<file path="src/rtl/inverse_cdf_sign_restore.sv">
// inverse_cdf_sign_restore: pairs queued negate flags with upstream |z| magnitudes
// and emits a signed, saturated Q16.16 z-score through a valid/ready output register.
`default_nettype none

module inverse_cdf_sign_restore #(
  parameter int WIDTH      = 32,
  parameter int QINT       = 16,
  parameter int QFRAC      = 16,
  parameter int FLAG_DEPTH = 16
) (
  input  logic                          clk,
  input  logic                          rst_n,
  input  logic                          flag_valid_in,
  input  logic                          flag_in,
  output logic                          flag_ready_out,
  input  logic                          valid_in,
  input  logic [WIDTH-1:0]              z_mag,
  output logic                          ready_out,
  output logic                          valid_out,
  input  logic                          ready_in,
  output logic [WIDTH-1:0]              z,
  output logic                          sat,
  output logic [$clog2(FLAG_DEPTH):0]   flag_count
);

  localparam int AW = $clog2(FLAG_DEPTH);
  localparam logic [AW:0]      c_DEPTH = FLAG_DEPTH[AW:0];
  localparam logic [AW:0]      c_CNT_ONE = 1;
  localparam logic [AW-1:0]    c_PTR_ONE = 1;
  localparam logic [WIDTH-1:0] c_MAXP = {1'b0, {(WIDTH-1){1'b1}}};

  logic            r_flags [FLAG_DEPTH];
  logic [AW-1:0]   r_wptr;
  logic [AW-1:0]   r_rptr;
  logic [AW:0]     r_count;
  logic            r_valid;
  logic [WIDTH-1:0] r_z;
  logic            r_sat;

  logic            w_push;
  logic            w_accept;
  logic            w_flag;
  logic            w_sat;
  logic [WIDTH-1:0] w_clamped;
  logic [WIDTH-1:0] w_z;

  assign flag_ready_out = (r_count != c_DEPTH);
  assign ready_out      = (r_count != '0) && (!r_valid || ready_in);
  assign w_push         = flag_valid_in && flag_ready_out;
  assign w_accept       = valid_in && ready_out;

  // Anything with the sign bit set exceeds MAXP; clamping keeps the range symmetric.
  assign w_flag    = r_flags[r_rptr];
  assign w_sat     = z_mag[WIDTH-1];
  assign w_clamped = w_sat ? c_MAXP : z_mag;
  assign w_z       = w_flag ? ({WIDTH{1'b0}} - w_clamped) : w_clamped;

  always_ff @(posedge clk) begin
    if (w_push) begin
      r_flags[r_wptr] <= flag_in;
    end
  end

  always_ff @(posedge clk or negedge rst_n) begin
    if (!rst_n) begin
      r_wptr  <= '0;
      r_rptr  <= '0;
      r_count <= '0;
    end else begin
      if (w_push) begin
        r_wptr <= r_wptr + c_PTR_ONE;
      end
      if (w_accept) begin
        r_rptr <= r_rptr + c_PTR_ONE;
      end
      if (w_push && !w_accept) begin
        r_count <= r_count + c_CNT_ONE;
      end else if (!w_push && w_accept) begin
        r_count <= r_count - c_CNT_ONE;
      end
    end
  end

  always_ff @(posedge clk or negedge rst_n) begin
    if (!rst_n) begin
      r_valid <= 1'b0;
      r_z     <= '0;
      r_sat   <= 1'b0;
    end else if (w_accept) begin
      r_valid <= 1'b1;
      r_z     <= w_z;
      r_sat   <= w_sat;
    end else if (r_valid && ready_in) begin
      r_valid <= 1'b0;
      r_z     <= '0;
      r_sat   <= 1'b0;
    end
  end

  assign valid_out  = r_valid;
  assign z          = r_z;
  assign sat        = r_sat;
  assign flag_count = r_count;

endmodule

`default_nettype wire

</file>
<file path="config.mk">
export PLATFORM = sky130hd
export DESIGN_NAME = inverse_cdf_sign_restore
export DESIGN_NICKNAME = d
export VERILOG_FILES = /design/src/rtl/inverse_cdf_sign_restore.sv
export SDC_FILE = /design/constraint.sdc
export NUM_CORES = 1
export LEC_CHECK = 0
export CORE_MARGIN = 2
export CORE_UTILIZATION = 46
export DETAILED_ROUTE_END_ITERATION = 16
export PLACE_DENSITY = 0.85
export SYNTH_ARGS = -nofsm -noshare
export SYNTH_HDL_FRONTEND = slang
export SYNTH_SLANG_ARGS = --single-unit
</file>
<file path="constraint.sdc">
create_clock -name clk -period 2.8 [get_ports clk]
set_input_delay 0.42 -clock clk [delete_from_list [all_inputs] [get_ports clk]]
set_output_delay 0.42 -clock clk [all_outputs]
set_load 0.1 [all_outputs]
</file>
==> results.py, run 1 <==
metrics = {
    "critical_path": {
        "reg2reg_to": "flag_count[4]",
        "path_cells": "or4_4, o21ai_4, nor2_4, inv_2, ha_4, inv_2, fa_2, a21o_1, a21oi_2, xnor2_1, nor2_1, xor2_1",
        "max_stage_delay_ns": 0.56,
        "required_ns": 3.02,
        "start_kind": "register",
        "cpLargestDelayFamily": "simple AND/OR/NAND/NOR gates",
        "cp_data_arrival_time_ns": 2.91,
        "startpoint": "flag_count[1]",
        "r2r_slack_ns": 0.12,
        "reg2reg_depth": 12,
        "crit_type": "reg -> reg",
        "path_max_fanout": 8,
        "timing.rr.start": "flag_count[1]",
        "worstSetupEndpoint": "flag_count[4]",
        "cp_num_buf_inv": 2,
        "crit_top_cell": "inv_2",
        "endpoint_kind": "register",
        "crit_cells": 12,
        "slowest_stage": "or4_4",
    },
    "logic_synthesis": {
        "yosysSeqAreaShare_pct": 47.1,
        "synthTopCellsByArea": "dfrtp_1, edfxtp_1, nor2_1",
        "synth-async-reset-ratio_pct": 74.6,
        "synth_edf_count": 16,
        "yosysTopAreaCell": "dfrtp_1",
        "syn-num-nets": 428,
        "synth_top_area_share_pct": 33.4,
        "avgSynthCellArea_sq_um": 9.29,
        "synthFlopType": "dfrtp_1",
        "ys_warn_count": 0,
        "ys_ff_latch": 63,
        "ys_types": 45,
        "syn-cell-area_sq_um": 3520,
        "synthCells": 379,
    },
    "final_layout": {
        "antenna_cells": 0,
        "nNetsFinal": 514,
        "syn_to_final_growth_pct": 31.0,
        "fin_area_sq_um": 4610,
        "mostFrequentLayoutCells": "nor2_1, buf_4, nand2_1, dfrtp_1, clkdlybuf4s50_1",
        "utilization_pct": 62.9,
        "final_common_cell": "nor2_1",
        "final_layout_size_suffix_gt1_share_pct": 20.2,
    },
    "routing": {
        "wl_um": 8600,
        "drtAntennaViolNets": 0,
        "avgViaCountPerCell": 5.38,
        "drtPass1Iterations": 4,
        "num_vias": 3062,
        "drc_errors": 0,
        "dr.first_iter.drc_count": 212,
        "post_drt_wl_per_cell_um": 15.1,
    },
    "sta": {
        "period_needed_ns": 2.68,
        "hold_viol_final": 0,
        "setup_tns_ns": 0,
        "setup_violations": 0,
        "tightestPinTransition_ns": 0.708,
        "drv_slew": 0,
        "fin_crit_sh_pct": 95.9,
        "finClkSkew_ns": 0.00793,
        "rsz0062_at_grt": "false",
        "slew_headroom_pct": 52.8,
        "fmax_ghz": 0.373,
        "whs_ns": 0.126,
    },
    "cts": {
        "cts-root-buf": "clkbuf_8",
        "clkSinkCount": 63,
        "path_clk_slew_ns": 0.07,
        "cts_buffers": 9,
        "clockBufferDepth": 2,
        "cts_tree": "built",
        "clock_latency_ns": 0.34,
        "ctsResizeCount": 0,
        "htreeDepth": 3,
        "cts_hold_buf": 0,
    },
    "placed_design": {
        "dp_hpwl_um": 6260,
        "place.gp.congestion": 0.872,
        "io_buffers": 78,
        "dpl_cell_area_sq_um": 4400,
    },
    "global_route": {
        "grt_usage_pct": 21.4,
        "grt_max_degree": 34,
        "grt_pass1_wl_um": 14100,
        "first_global_vias": 2901,
        "antenna_found_initial": 0,
        "grt_overflow": 0,
    },
    "die": {
        "die_w_um": 91.5,
        "die_h_um": 91.5,
        "dieArea_sq_um": 8370,
        "ios": 79,
        "initial_core_util_pct": 48.0,
        "rows": 31,
        "core_area_sq_um": 7330,
    },
    "run": {
        "cap_violations": 0,
    },
    "run_status": {
        "status": "complete, no violations",
    },
    "hold_path": {
        "hp-class": "in -> async",
    },
}
-- synth_stat cells, types with 4 or more instances --
master	count
nor2_1	66
nand2_1	50
dfrtp_1	47
xor2_1	27
o21ai_1	26
edfxtp_1	16
nor3_1	15
xnor2_1	12
a31oi_1	10
ha_1	10
a21oi_1	9
inv_1	9
o21ai_0	9
nand2b_1	8
clkbuf_1	7
buf_2	5
nand4_1	5
nor4_1	5
mux2i_1	4
-- timing repair --
item                                   CTS  global route
endpoints found under the hold margin    0             0
setup endpoints to repair                0             1
buffers inserted                         0             1
-- metal layers --
layer / vias to the layer above / global-route usage (%) / wire length, um
met4: 0 / 9.09 / 149
met3: 11 / 4.32 / 443
li1: 1476 / - / -
met1: 1471 / 28.1 / 3860
met5: - / 0 / 0
met2: 104 / 34.3 / 4150
-- kinds of logic after synthesis --
kind of cell | synth area share [%]
AND/OR/NAND/NOR | 22.1
AO/OA/AOI/OAI | 10.6
flip-flops | 47.1
XOR/XNOR | 9.71
buffers and inverters | 3.73
adder cells (fa/ha/maj) | 4.12
multiplexers | 2.74
-- cell type report --
class	instances	area (sq um)
Inverter	9	33.8
Clock buffer	12	135
Clock inverter	4	70.1
Multi-Input combinational cell	289	1800
Timing Repair Buffer	93	786
Sequential cell	63	1670
Tap cell	99	124
Fill cell	598	2720
-- stage by stage --
step | setup slack (ns) | std cells
finish | 0.116 | 569
global route | 0.0141 | 569
CTS | 0.0686 | 568
detailed placement | 0.0487 | 552
global placement | 0.119 | 552
floorplan | -0.216 | 379
-- registers in the layout, indices dropped and copies added, names as in the netlist --
name        count
r_wptr          4
valid_out       1
r_rptr          4
z              32
sat             1
flag_count      5
r_flags        16
-- how the worst min path moves through the flow --
stage	to	depth (start not counted)
floorplan	flag_count[2]	0
global placement	z[1]	2
detailed placement	z[10]	2
CTS	z[3]	1
global route	z[5]	1
finish	z[5]	1
-- worst reg2reg max path: stages (launching register included) --
cell	delay (ns)
dfrtp_4	0.47
or4_4	0.56
o21ai_4	0.17
nor2_4	0.08
inv_2	0.08
ha_4	0.14
inv_2	0.06
fa_2	0.35
a21o_1	0.18
a21oi_2	0.15
xnor2_1	0.13
nor2_1	0.06
xor2_1	0.14
Power of run 1 is left out: the tool's default activity adds up to more than one toggle a clock period on the data nets, which glitch-free logic cannot reach.
==> run 2, diff against run 1 <==
Settings changed: ABC_CLOCK_PERIOD_IN_PS set to 2800.
==> results of run 2 <==
Same layout as run 1: the final DEF is identical, and so are final timing and power.
Power of run 2 is left out for the same reason.
==> run 3, diff against run 2 <==
Settings changed: CAP_MARGIN set to 20.
==> results of run 3 <==
Same layout as run 1: the final DEF is identical, and so are final timing and power.
Power of run 3 is left out for the same reason.
